==> config.mk <==
export PLATFORM = sky130hd
export DESIGN_NAME = seq_arith_unit
export DESIGN_NICKNAME = d
export VERILOG_FILES = /design/src/rtl/seq_arith_unit.sv
export SDC_FILE = /design/constraint.sdc
export NUM_CORES = 1
export LEC_CHECK = 0
export ABC_AREA = 1
export CAP_MARGIN = 20
export CELL_PAD_IN_SITES_DETAIL_PLACEMENT = 0
export CELL_PAD_IN_SITES_GLOBAL_PLACEMENT = 1
export CORE_MARGIN = 1
export CORE_UTILIZATION = 39
export CTS_CLUSTER_DIAMETER = 100
export CTS_CLUSTER_SIZE = 16
export DETAILED_ROUTE_END_ITERATION = 6
export GPL_ROUTABILITY_DRIVEN = 0
export PLACE_DENSITY = 0.78
export SLEW_MARGIN = 20
export SYNTH_ARGS = -nofsm -noshare
export SYNTH_HDL_FRONTEND = slang
export SYNTH_SLANG_ARGS = --single-unit
==> constraint.sdc <==
create_clock -name clk -period 1.9 [get_ports clk]
set_input_delay 0.38 -clock clk [delete_from_list [all_inputs] [get_ports clk]]
set_output_delay 0.38 -clock clk [all_outputs]
set_load 0.1 [all_outputs]
==> src/rtl/seq_arith_unit.sv <==
// ---------------------------------------------------------------------------
// seq_arith_unit
//
// Multi-cycle unsigned arithmetic unit with valid/ready handshakes on both
// sides. Add and subtract complete in one cycle; multiply (shift-add) and
// divide (restoring) iterate one bit per clock for WIDTH clocks. Only one
// operation is in flight at a time.
//
// Parameters:
//   WIDTH        operand width in bits (>= 2); result is 2*WIDTH bits
//
// Ports:
//   clk          system clock, rising edge
//   rst          asynchronous, active-high reset
//   in_valid     operands/opcode valid
//   in_ready     unit can accept a new operation (high only in IDLE)
//   a, b         WIDTH-bit unsigned operands
//   sel          opcode: 00 add, 01 sub, 10 mul, 11 div
//   out_valid    result valid (high only in DONE)
//   out_ready    consumer accepts the result
//   result       2*WIDTH-bit result; for div {remainder, quotient}
//   div_by_zero  set alongside result for a divide with b == 0
//
// state | meaning
// ------+--------------------------------------------------------------
// IDLE  | waiting for an operation, in_ready = 1
// CALC  | iterating a multiply or divide, one bit per clock
// DONE  | result presented, out_valid = 1, held until out_ready
// ---------------------------------------------------------------------------
module seq_arith_unit #(
  parameter int WIDTH = 8
) (
  input  logic               clk,
  input  logic               rst,
  input  logic               in_valid,
  output logic               in_ready,
  input  logic [WIDTH-1:0]   a,
  input  logic [WIDTH-1:0]   b,
  input  logic [1:0]         sel,
  output logic               out_valid,
  input  logic               out_ready,
  output logic [2*WIDTH-1:0] result,
  output logic               div_by_zero
);

  localparam int RW = 2 * WIDTH;
  localparam int CW = $clog2(WIDTH);
  localparam logic [CW-1:0] LAST_STEP = CW'(WIDTH - 1);

  localparam logic [1:0] OP_ADD = 2'b00;
  localparam logic [1:0] OP_SUB = 2'b01;
  localparam logic [1:0] OP_MUL = 2'b10;
  localparam logic [1:0] OP_DIV = 2'b11;

  typedef enum logic [1:0] {
    IDLE = 2'b00,
    CALC = 2'b01,
    DONE = 2'b10
  } state_t;

  state_t state, state_nxt;

  // Iteration registers. For mul: opa_r is the shifting multiplicand,
  // opb_r the shifting multiplier, acc_r the partial product. For div:
  // opa_r[WIDTH-1:0] holds the dividend shifting out / quotient shifting in,
  // opb_r the divisor, acc_r[WIDTH-1:0] the partial remainder.
  logic [1:0]       op_r;
  logic [RW-1:0]    opa_r;
  logic [RW-1:0]    acc_r;
  logic [WIDTH-1:0] opb_r;
  logic [CW-1:0]    count;

  logic accept;
  logic last_step;
  logic single_cycle_op;

  logic [RW-1:0]    a_ext;
  logic [RW-1:0]    b_ext;

  logic [RW-1:0]    mul_acc;
  logic [WIDTH:0]   div_trial;
  logic [WIDTH:0]   div_diff;
  logic             div_ge;
  logic [WIDTH-1:0] div_rem;
  logic [WIDTH-1:0] div_quot;

  logic [RW-1:0]    step_acc;
  logic [RW-1:0]    step_opa;
  logic [WIDTH-1:0] step_opb;
  logic [RW-1:0]    final_result;

  assign a_ext = {{WIDTH{1'b0}}, a};
  assign b_ext = {{WIDTH{1'b0}}, b};

  assign accept    = in_valid && (state == IDLE);
  assign last_step = (state == CALC) && (count == LAST_STEP);

  // Divide by zero short-circuits the iteration and finishes like add/sub.
  assign single_cycle_op = (sel == OP_ADD) || (sel == OP_SUB) ||
                           ((sel == OP_DIV) && (b == '0));

  // -------------------------------------------------------------------------
  // FSM
  // -------------------------------------------------------------------------
  always_ff @(posedge clk or posedge rst) begin
    if (rst) begin
      state <= IDLE;
    end else begin
      state <= state_nxt;
    end
  end

  always_comb begin
    state_nxt = state;
    in_ready  = 1'b0;
    out_valid = 1'b0;
    case (state)
      IDLE: begin
        in_ready = 1'b1;
        if (in_valid) begin
          state_nxt = single_cycle_op ? DONE : CALC;
        end
      end
      CALC: begin
        if (count == LAST_STEP) begin
          state_nxt = DONE;
        end
      end
      DONE: begin
        out_valid = 1'b1;
        if (out_ready) begin
          state_nxt = IDLE;
        end
      end
      default: begin
        state_nxt = IDLE;
      end
    endcase
  end

  // -------------------------------------------------------------------------
  // One iteration step
  // -------------------------------------------------------------------------
  always_comb begin
    mul_acc = opb_r[0] ? (acc_r + opa_r) : acc_r;

    // Shift the next dividend bit into the partial remainder and try the
    // subtraction. Because the partial remainder is always below the divisor,
    // a non-negative trial difference fits in WIDTH bits, so the top bit of
    // the (WIDTH+1)-bit difference is exactly the borrow.
    div_trial = {acc_r[WIDTH-1:0], opa_r[WIDTH-1]};
    div_diff  = div_trial - {1'b0, opb_r};
    div_ge    = ~div_diff[WIDTH];
    div_rem   = div_ge ? div_diff[WIDTH-1:0] : div_trial[WIDTH-1:0];
    div_quot  = {opa_r[WIDTH-2:0], div_ge};

    if (op_r == OP_DIV) begin
      step_acc     = {{WIDTH{1'b0}}, div_rem};
      step_opa     = {{WIDTH{1'b0}}, div_quot};
      step_opb     = opb_r;
      final_result = {div_rem, div_quot};
    end else begin
      step_acc     = mul_acc;
      step_opa     = opa_r << 1;
      step_opb     = opb_r >> 1;
      final_result = mul_acc;
    end
  end

  // -------------------------------------------------------------------------
  // Datapath registers
  // -------------------------------------------------------------------------
  always_ff @(posedge clk or posedge rst) begin
    if (rst) begin
      op_r        <= OP_ADD;
      opa_r       <= '0;
      opb_r       <= '0;
      acc_r       <= '0;
      count       <= '0;
      result      <= '0;
      div_by_zero <= 1'b0;
    end else if (accept) begin
      op_r  <= sel;
      count <= '0;
      case (sel)
        OP_ADD: begin
          result      <= a_ext + b_ext;
          div_by_zero <= 1'b0;
        end
        OP_SUB: begin
          result      <= a_ext - b_ext;
          div_by_zero <= 1'b0;
        end
        OP_MUL: begin
          opa_r <= a_ext;
          opb_r <= b;
          acc_r <= '0;
        end
        default: begin
          if (b == '0) begin
            result      <= '0;
            div_by_zero <= 1'b1;
          end else begin
            opa_r <= a_ext;
            opb_r <= b;
            acc_r <= '0;
          end
        end
      endcase
    end else if (state == CALC) begin
      acc_r <= step_acc;
      opa_r <= step_opa;
      opb_r <= step_opb;
      count <= count + 1'b1;
      if (last_step) begin
        result      <= final_result;
        div_by_zero <= 1'b0;
      end
    end
  end

endmodule

==> results of run 1 <==
==> cell families after synthesis <==
logic type,share of synthesized area
simple gates,0.2977
compound gates,0.1589
buf+inv,0.1137
flops,0.3027
fa+ha+maj,0.1121
xor+xnor,0.01490
==> sequential cells by signal (all words and copies together), names as in the netlist <==
signal and cells:
state 2, div_by_zero 1, opb_r 8, opa_r 16, acc_r 16, result 16, op_r 2, count 3
==> per-stage QoR <==
| stage | TNS (ns) | hold WS, ns | power (mW) | cell area (sq um) |
|---|---|---|---|---|
| 3_3_place_gp | -22.99 | 0.4711 | 12.31 | 7157 |
| 3_5_place_dp | -25.85 | 0.4738 | 12.47 | 7157 |
| 6_report | -4.136 | 0.4146 | 16.89 | 8494 |
| 5_1_grt | -6.605 | 0.4427 | 17.96 | 8494 |
| 4_1_cts | -3.333 | 0.4250 | 15.12 | 7875 |
| 2_1_floorplan | -1.092 | 0.4488 | 8.628 | 5395 |
==> per-layer routing <==
layer,global-route usage,up-vias,part of all wire
met2,0.4710,200,0.51
li1,-,2942,-
met1,0.3219,2860,0.41
met3,0.04488,46,0.053
met5,0,-,0
met4,0.1274,0,0.032
==> cell usage in the layout (no fill, tap or decap), types with 4 or more instances in the layout <==
cell / n
sky130_fd_sc_hd__o31ai_1: 5
sky130_fd_sc_hd__nand3_2: 20
sky130_fd_sc_hd__ha_1: 19
sky130_fd_sc_hd__dfrtp_2: 6
sky130_fd_sc_hd__nand3_1: 37
sky130_fd_sc_hd__nand2_1: 181
sky130_fd_sc_hd__clkdlybuf4s50_1: 6
sky130_fd_sc_hd__o22ai_1: 9
sky130_fd_sc_hd__nor2_1: 43
sky130_fd_sc_hd__dlygate4sd2_1: 6
sky130_fd_sc_hd__inv_2: 13
sky130_fd_sc_hd__nor2_2: 7
sky130_fd_sc_hd__nand2_4: 13
sky130_fd_sc_hd__dlymetal6s2s_1: 8
sky130_fd_sc_hd__o21ai_1: 25
sky130_fd_sc_hd__o21ai_0: 23
sky130_fd_sc_hd__nand3_4: 12
sky130_fd_sc_hd__dfrtp_1: 58
sky130_fd_sc_hd__buf_6: 11
sky130_fd_sc_hd__buf_4: 141
sky130_fd_sc_hd__o21ai_2: 7
sky130_fd_sc_hd__a21oi_1: 41
sky130_fd_sc_hd__nand4_1: 10
sky130_fd_sc_hd__buf_12: 23
sky130_fd_sc_hd__ha_4: 17
sky130_fd_sc_hd__nand2_2: 35
sky130_fd_sc_hd__clkbuf_16: 9
sky130_fd_sc_hd__o21a_1: 4
sky130_fd_sc_hd__ha_2: 5
sky130_fd_sc_hd__a21oi_2: 12
sky130_fd_sc_hd__inv_1: 109
sky130_fd_sc_hd__o22ai_2: 4
==> area by class of cell <==
type	count	area, sq um	share of cell area
well taps	176	220.2	0.02592
flip-flops and latches	64	1609	0.1894
clock buffers	10	239.0	0.02813
multi-input cells	577	4005	0.4715
repair buffers	196	1861	0.2190
inverters	127	493.0	0.05804
clock inverters	6	67.56	0.007954
==> synth_stat cells (all sizes together) (2+ instances only) <==
library cell    n
a21oi          56
a22o            2
a31oi           3
buf            14
clkbuf          8
dfrtp          64
fa              4
ha             41
inv           127
nand2         230
nand3          69
nand4          10
nor2           53
nor3            6
o211ai          3
o21a            4
o21ai          55
o21bai          3
o22ai          13
o31ai           5
or2             2
xnor2           4
xor2            5
==> power by group <==
| group | internal, mW | total [mW] | switching, mW |
|---|---|---|---|
| logic | 5.16 | 12.6 | 7.40 |
| clock network | 1.05 | 1.70 | 0.647 |
| registers | 1.98 | 2.63 | 0.649 |
| total | 8.20 | 16.9 | 8.69 |
==> worst max-delay path: cells and delay by family, from the launching register on <==
family	cells	cell delay (ns)
simple gates	8	0.77
flops	1	0.38
buf+inv	3	0.30
compound gates	1	0.13
fa+ha+maj	2	0.51
==> worst paths after layout <==
path	from	to	cells past startpoint
setup reg to reg	opa_r[7]	result[14]	14
max in group asynchronous	rst	acc_r[3]	3
min in group clk	op_r[1]	op_r[1]	2
hold reg to reg	op_r[1]	op_r[1]	2
hold / removal	rst	result[4]	2
setup / recovery	opa_r[7]	result[14]	14
==> timing repair <==
action	4_1_cts	5_1_grt
endpoints found under the setup margin	54	40
gates cloned	1	0
pin swaps	37	62
setup buffers	14	9
resized for setup	87	142
==> impl_table.tex, run 1 <==
\begin{tabular}{lr}
\hline
Metric & Value \\
\hline
\multicolumn{2}{l}{\textbf{Worst setup path}} \\
\quad Cell with the largest stage delay on the worst path & sky130\_fd\_sc\_hd\_\_dfrtp\_1 \\
\quad Required time of the critical path & $\sim$2.2 ns \\
\quad Startpoint type of the worst setup path & flip-flop \\
\quad Largest fanout on the critical path & 5 \\
\quad Arrival time reported for the critical path endpoint & about 2.5 ns \\
\quad Peak per-stage delay on the critical path & $\sim$0.38 ns \\
\quad Endpoint class of the critical path & flip-flop \\
\quad R2R Setup Slk & -0.29 ns \\
\quad Crit Path Category & reg2reg \\
\quad Series of cell instances along the critical path & inv\_2 > ha\_4 > inv\_4 > fa\_2 > nand3\_2 > nand2\_2 > nand2\_4 > nand3\_4 > buf\_4 > nand3\_1 > nand3\_2 > nand2\_2 > nand2\_1 > a21oi\_1 \\
\multicolumn{2}{l}{\textbf{GRT}} \\
\quad Vias in the first global route & between 6k and 7k \\
\quad Largest net degree at the start of global routing & 29 \\
\quad Global-route wire length before repair & 29.58 mm \\
\quad Number of antenna violations at the first check in global routing & 0 \\
\quad GR Util All Layers & 0.2696 \\
\quad Total congestion overflow & 0 \\
\multicolumn{2}{l}{\textbf{Timing}} \\
\quad Clk\_skew & between 0.005 and 0.006 ns \\
\quad Slew HR & 0.6640 \\
\quad Post-route worst setup slack & -0.2866 ns \\
\quad Fmax & 457.3 MHz \\
\quad Unrepaired setup endpoints after global routing & true \\
\quad \# setup viols final & 22 \\
\quad Min cycle time layout & 2.187 ns \\
\quad Pin slew with the least headroom to its limit & about 0.50 ns \\
\quad Pins over their slew limit & 0 \\
\quad Fraction of the cycle the final worst path needs & 1.151 \\
\quad Total count of hold-check failures in the final report & 0 \\
\multicolumn{2}{l}{\textbf{Synth}} \\
\quad Avg Inst Size Synth & 6.706 sq um \\
\quad Cell area after technology mapping & roughly 5300 sq um \\
\quad Post-synthesis async set-or-reset flop share & 1.000 \\
\quad Count of flip-flops with a built-in enable after synthesis & 0 \\
\quad Largest area contributor in the netlist & sky130\_fd\_sc\_hd\_\_dfrtp\_1 \\
\quad Unique masters post-synth & 44 \\
\quad Post-synthesis cell count & just under 800 \\
\quad Synth warnings & 0 \\
\quad Top FF cell, synth & sky130\_fd\_sc\_hd\_\_dfrtp\_1 \\
\quad Share of the synthesized area in the top cell type & 0.3027 \\
\quad Seq cells post-synth & 64 \\
\quad Part of the Yosys area used for sequential elements & 0.3027 \\
\quad Nets in the synthesized netlist & approximately 860 \\
\quad Largest cells by area after synthesis & sky130\_fd\_sc\_hd\_\_dfrtp\_1 (30\%), sky130\_fd\_sc\_hd\_\_nand2\_1 (16\%), sky130\_fd\_sc\_hd\_\_ha\_1 (9.7\%) \\
\multicolumn{2}{l}{\textbf{Routing}} \\
\quad Via total after detailed routing & 6048 \\
\quad TritonRoute pass-1 iters & 6 \\
\quad Routed wire per std cell & 16.31 microns \\
\quad Post-Route WL & $\sim$19 mm \\
\quad Starting DRC count in detailed routing & 462 \\
\quad ANT nets after route & 0 \\
\quad Post-DR vias/cell & approximately 5.2 \\
\quad Drt drc & 0 \\
\multicolumn{2}{l}{\textbf{Clocking}} \\
\quad Hold buffer count at cts & 0 \\
\quad CTS tree & yes \\
\quad Deepest clock path buffer count & 2 \\
\quad Clock sink total & between 60 and 70 \\
\quad Cell chosen for the clock root & sky130\_fd\_sc\_hd\_\_clkbuf\_16 \\
\quad Clock transition at the register clock pins on the worst setup and hold paths after CTS & about 0.060 ns \\
\quad H-tree levels & 3 \\
\quad Source-to-sink clock delay at the later pin of the worst-skew pair & 0.34 ns \\
\quad Total clock buffers created by CTS & 9 \\
\multicolumn{2}{l}{\textbf{Place}} \\
\quad Number of port buffers & 40 \\
\quad Sum of net half-perimeters after detailed placement & 14.01 mm \\
\quad Placed instance count & about 1.1k \\
\quad Worst setup slack before clock tree synthesis & -0.7003 ns \\
\multicolumn{2}{l}{\textbf{Floorplan}} \\
\quad I/O pin cnt & around 40 \\
\quad Area of the core region & 13240 sq um \\
\quad Overall die area & 14040 sq um \\
\quad Die H & around 120 microns \\
\quad Starting density of the core & 0.3996 \\
\quad Row cnt & 42 \\
\quad Overall die width & between 100 and 150 microns \\
\multicolumn{2}{l}{\textbf{Run}} \\
\quad Max Cap Violations & 0 \\
\multicolumn{2}{l}{\textbf{Power}} \\
\quad Leak & roughly 4.2 nW \\
\quad Power Dens Cells & around 2000 nW/um\^{}2 \\
\quad Max IR drop VDD & approximately 0.0011 V \\
\multicolumn{2}{l}{\textbf{Final layout}} \\
\quad Fin util & 0.6414 \\
\quad Diode insertion count for antenna repair & 0 \\
\quad Post-layout instance count excluding filler cells & roughly 1.2k \\
\quad Filler cell count & 1129 \\
\quad Share of layout cells above drive strength 1 & 0.3827 \\
\quad Post-layout net count & about 1.0k \\
\quad Area growth from synthesis to layout & 60.53\% \\
\multicolumn{2}{l}{\textbf{Status}} \\
\quad Run status & complete, but fails checks \\
\quad Failing checks & negative setup slack \\
\multicolumn{2}{l}{\textbf{Worst hold path}} \\
\quad Path class of the lowest-slack min-delay path & in2async \\
\hline
\end{tabular}
(Power assumes the default switching activity.)
==> inputs of run 2 (changes only) <==
--- a/config.mk
+++ b/config.mk
@@ -15,8 +15,8 @@
 export CTS_CLUSTER_SIZE = 16
 export DETAILED_ROUTE_END_ITERATION = 6
 export GPL_ROUTABILITY_DRIVEN = 0
+export GPL_TIMING_DRIVEN = 0
 export PLACE_DENSITY = 0.78
-export SLEW_MARGIN = 20
 export SYNTH_ARGS = -nofsm -noshare
 export SYNTH_HDL_FRONTEND = slang
 export SYNTH_SLANG_ARGS = --single-unit
==> impl_table.tex, run 2 (synthesis gave the netlist of run 1 again) <==
\begin{tabular}{lr}
\hline
Metric & Value \\
\hline
\multicolumn{2}{l}{\textbf{Routing}} \\
\quad Routed wire per std cell & roughly 18 microns \\
\quad Via total after detailed routing & roughly 5.8k \\
\quad Post-Route WL & roughly 19 mm \\
\quad ANT nets after route & 0 \\
\quad Drt drc & 0 \\
\quad Post-DR vias/cell & $\sim$5.5 \\
\quad TritonRoute pass-1 iters & 5 \\
\quad Starting DRC count in detailed routing & 376 \\
\multicolumn{2}{l}{\textbf{Final layout}} \\
\quad Post-route cell area & $\sim$7500 sq um \\
\quad Sequential cell area in the final layout & approximately 1600 sq um \\
\quad Area growth from synthesis to layout & 42.18\% \\
\quad Diode insertion count for antenna repair & 0 \\
\quad Most common cell after layout, fill and taps aside & sky130\_fd\_sc\_hd\_\_nand2\_1 \\
\quad Filler cell count & $\sim$1.3k \\
\quad Registers with the most flip-flops & acc\_r x16, opa\_r x16, result x16 \\
\quad Top library cells by usage in the layout, fill and taps aside & sky130\_fd\_sc\_hd\_\_nand2\_1 (175), sky130\_fd\_sc\_hd\_\_inv\_1 (111), sky130\_fd\_sc\_hd\_\_dfrtp\_1 (54) \\
\quad Share of layout cells above drive strength 1 & 0.3348 \\
\quad Multi-input logic area & just over 4000 sq um \\
\quad Post-layout net count & 943 \\
\multicolumn{2}{l}{\textbf{Place}} \\
\quad Sum of net half-perimeters after detailed placement & around 13 mm \\
\quad Worst setup slack before clock tree synthesis & -0.8993 ns \\
\quad Number of port buffers & 40 \\
\quad Total cell area at the placement stage & 6036 sq um \\
\multicolumn{2}{l}{\textbf{Status}} \\
\quad Run status & complete, but fails checks \\
\quad Failing checks & negative setup slack \\
\multicolumn{2}{l}{\textbf{Timing}} \\
\quad Clk\_skew & $\sim$0.009 ns \\
\quad Fmax & between 400 and 500 MHz \\
\quad Fraction of the cycle the final worst path needs & 1.154 \\
\quad Pins over their slew limit & 0 \\
\quad WHS & a little under 0.5 ns \\
\quad Slew HR & 0.5360 \\
\quad Total count of hold-check failures in the final report & 0 \\
\quad Min cycle time layout & 2.193 ns \\
\quad Pin slew with the least headroom to its limit & about 0.7 ns \\
\quad Post-route worst setup slack & -0.2925 ns \\
\quad \# setup viols final & 22 \\
\quad Unrepaired setup endpoints after global routing & true \\
\multicolumn{2}{l}{\textbf{Worst setup path}} \\
\quad Most used cell, CP & sky130\_fd\_sc\_hd\_\_nand2\_4 \\
\quad Arrival time reported for the critical path endpoint & about 2.5 ns \\
\quad Endpoint class of the critical path & flip-flop \\
\quad R2R Setup Slk & -0.29 ns \\
\quad Cell with the largest stage delay on the worst path & sky130\_fd\_sc\_hd\_\_dfrtp\_1 \\
\quad Series of cell instances along the critical path & inv\_2 > ha\_4 > inv\_2 > fa\_2 > nand3\_2 > nand2\_4 > nand2\_4 > nand2\_4 > nand2\_8 > nand2\_8 > buf\_4 > nand2\_4 > nand3\_4 > nand2\_2 > nand2\_2 > a21oi\_2 \\
\quad Combined buffer and inverter count along the critical path & 3 \\
\quad Kind of cell adding the most delay to the critical path & simple AND/OR/NAND/NOR gates \\
\quad Crit Path Category & reg2reg \\
\quad Required time of the critical path & 2.16 ns \\
\quad Largest fanout on the critical path & 6 \\
\quad Peak per-stage delay on the critical path & 0.39 ns \\
\quad Startpoint type of the worst setup path & flip-flop \\
\multicolumn{2}{l}{\textbf{GRT}} \\
\quad Number of antenna violations at the first check in global routing & 0 \\
\quad Met2 usage & 0.4379 \\
\quad GRT busiest layer & met2 \\
\quad Global-route wire length before repair & around 28 mm \\
\quad Total congestion overflow & 0 \\
\quad Met1 Track Usage GR & 0.3297 \\
\quad Largest net degree at the start of global routing & 38 \\
\quad GR Util All Layers & 0.2568 \\
\quad Met3 Resource Use GR & 0.02992 \\
\quad Vias in the first global route & approximately 5.5k \\
\multicolumn{2}{l}{\textbf{Clocking}} \\
\quad Total clock buffers created by CTS & 9 \\
\quad Cell chosen for the clock root & sky130\_fd\_sc\_hd\_\_clkbuf\_16 \\
\quad H-tree levels & 3 \\
\quad Clock sink total & between 60 and 70 \\
\quad Clock transition at the register clock pins on the worst setup and hold paths after CTS & $\sim$0.060 ns \\
\quad Deepest clock path buffer count & 2 \\
\quad CTS tree & yes \\
\quad Source-to-sink clock delay at the later pin of the worst-skew pair & 0.33 ns \\
\multicolumn{2}{l}{\textbf{Run}} \\
\quad Max Cap Violations & 0 \\
\multicolumn{2}{l}{\textbf{Floorplan}} \\
\quad Overall die width & 118.5 microns \\
\quad Overall die area & between 10000 and 15000 sq um \\
\quad Row cnt & 42 \\
\quad Starting density of the core & 0.3996 \\
\quad Area of the core region & 13240 sq um \\
\quad I/O pin cnt & between 40 and 50 \\
\quad Die H & 118.5 microns \\
\multicolumn{2}{l}{\textbf{Worst hold path}} \\
\quad Path class of the lowest-slack min-delay path & reg2reg \\
\hline
\end{tabular}
-- run 2: changes by cell type in the layout (fill, tap and decap cells not counted), moves of 4 or more --
cell / change
sky130_fd_sc_hd__dfrtp_2: +4
sky130_fd_sc_hd__nand3_4: +7
sky130_fd_sc_hd__a21oi_1: -6
sky130_fd_sc_hd__buf_4: -110
sky130_fd_sc_hd__a21oi_2: +7
sky130_fd_sc_hd__nand2_1: -6
sky130_fd_sc_hd__buf_12: -22
sky130_fd_sc_hd__nand3_1: -4
sky130_fd_sc_hd__buf_2: +4
sky130_fd_sc_hd__nand2_2: +9
sky130_fd_sc_hd__clkdlybuf4s15_2: +5
sky130_fd_sc_hd__clkbuf_2: +17
sky130_fd_sc_hd__dfrtp_1: -4
sky130_fd_sc_hd__nand2_4: -4
-- run 2: what timing repair did --
item,in CTS,in global routing
pin swaps,35,38
cloned,1,1
endpoints found under the hold margin,0,0
hold buffers,0,0
buffers inserted,17,18
resized for setup,167,158
endpoints found under the setup margin,68,67
-- run 2: final timing paths --
check                            startpoint          end  cells past startpoint
worst min-delay path            div_by_zero  div_by_zero                      2
worst min register to register  div_by_zero  div_by_zero                      2
max in group asynchronous               rst     opa_r[6]                      3
worst max register to register     opa_r[7]   result[10]                     16
worst max-delay path               opa_r[7]   result[10]                     16
min in group asynchronous               rst    result[3]                      2
-- run 2: stage by stage --
step	TNS, ns	util	std cells
6_report	-4.202	0.5681	1057
5_1_grt	-6.223	0.5681	1057
4_1_cts	-3.577	0.5185	1039
3_5_place_dp	-26.93	0.4558	1006
3_3_place_gp	-27.45	0.4543	1005
2_1_floorplan	-1.092	-	789
-- run 2: area by class of cell --
class                   count  area share
flip-flops and latches     64      0.2145
clock buffers              10     0.03176
plain buffers              20     0.01896
clock inverters             6    0.005821
repair buffers             76     0.08515
inverters                 127     0.06519
well taps                 176     0.02927
multi-input cells         578      0.5493
-- run 2: worst min-delay path, cell delays in order (launching register included) --
cell,delay (ns)
sky130_fd_sc_hd__dfrtp_1,0.34
sky130_fd_sc_hd__nand2_1,0.05
sky130_fd_sc_hd__o21ai_0,0.06
-- run 2: metal layers --
| layer | vias up | routed length, microns | share of wire |
|---|---|---|---|
| met2 | 185 | 9236 | 0.49 |
| met4 | 0 | 694 | 0.037 |
| li1 | 2752 | - | - |
| met1 | 2774 | 7923 | 0.42 |
| met3 | 51 | 849 | 0.045 |
| met5 | - | 0 | 0 |
Power of run 2 is not shown: default switching activity piles up to over one toggle a cycle in this logic, so the estimate is an artifact.
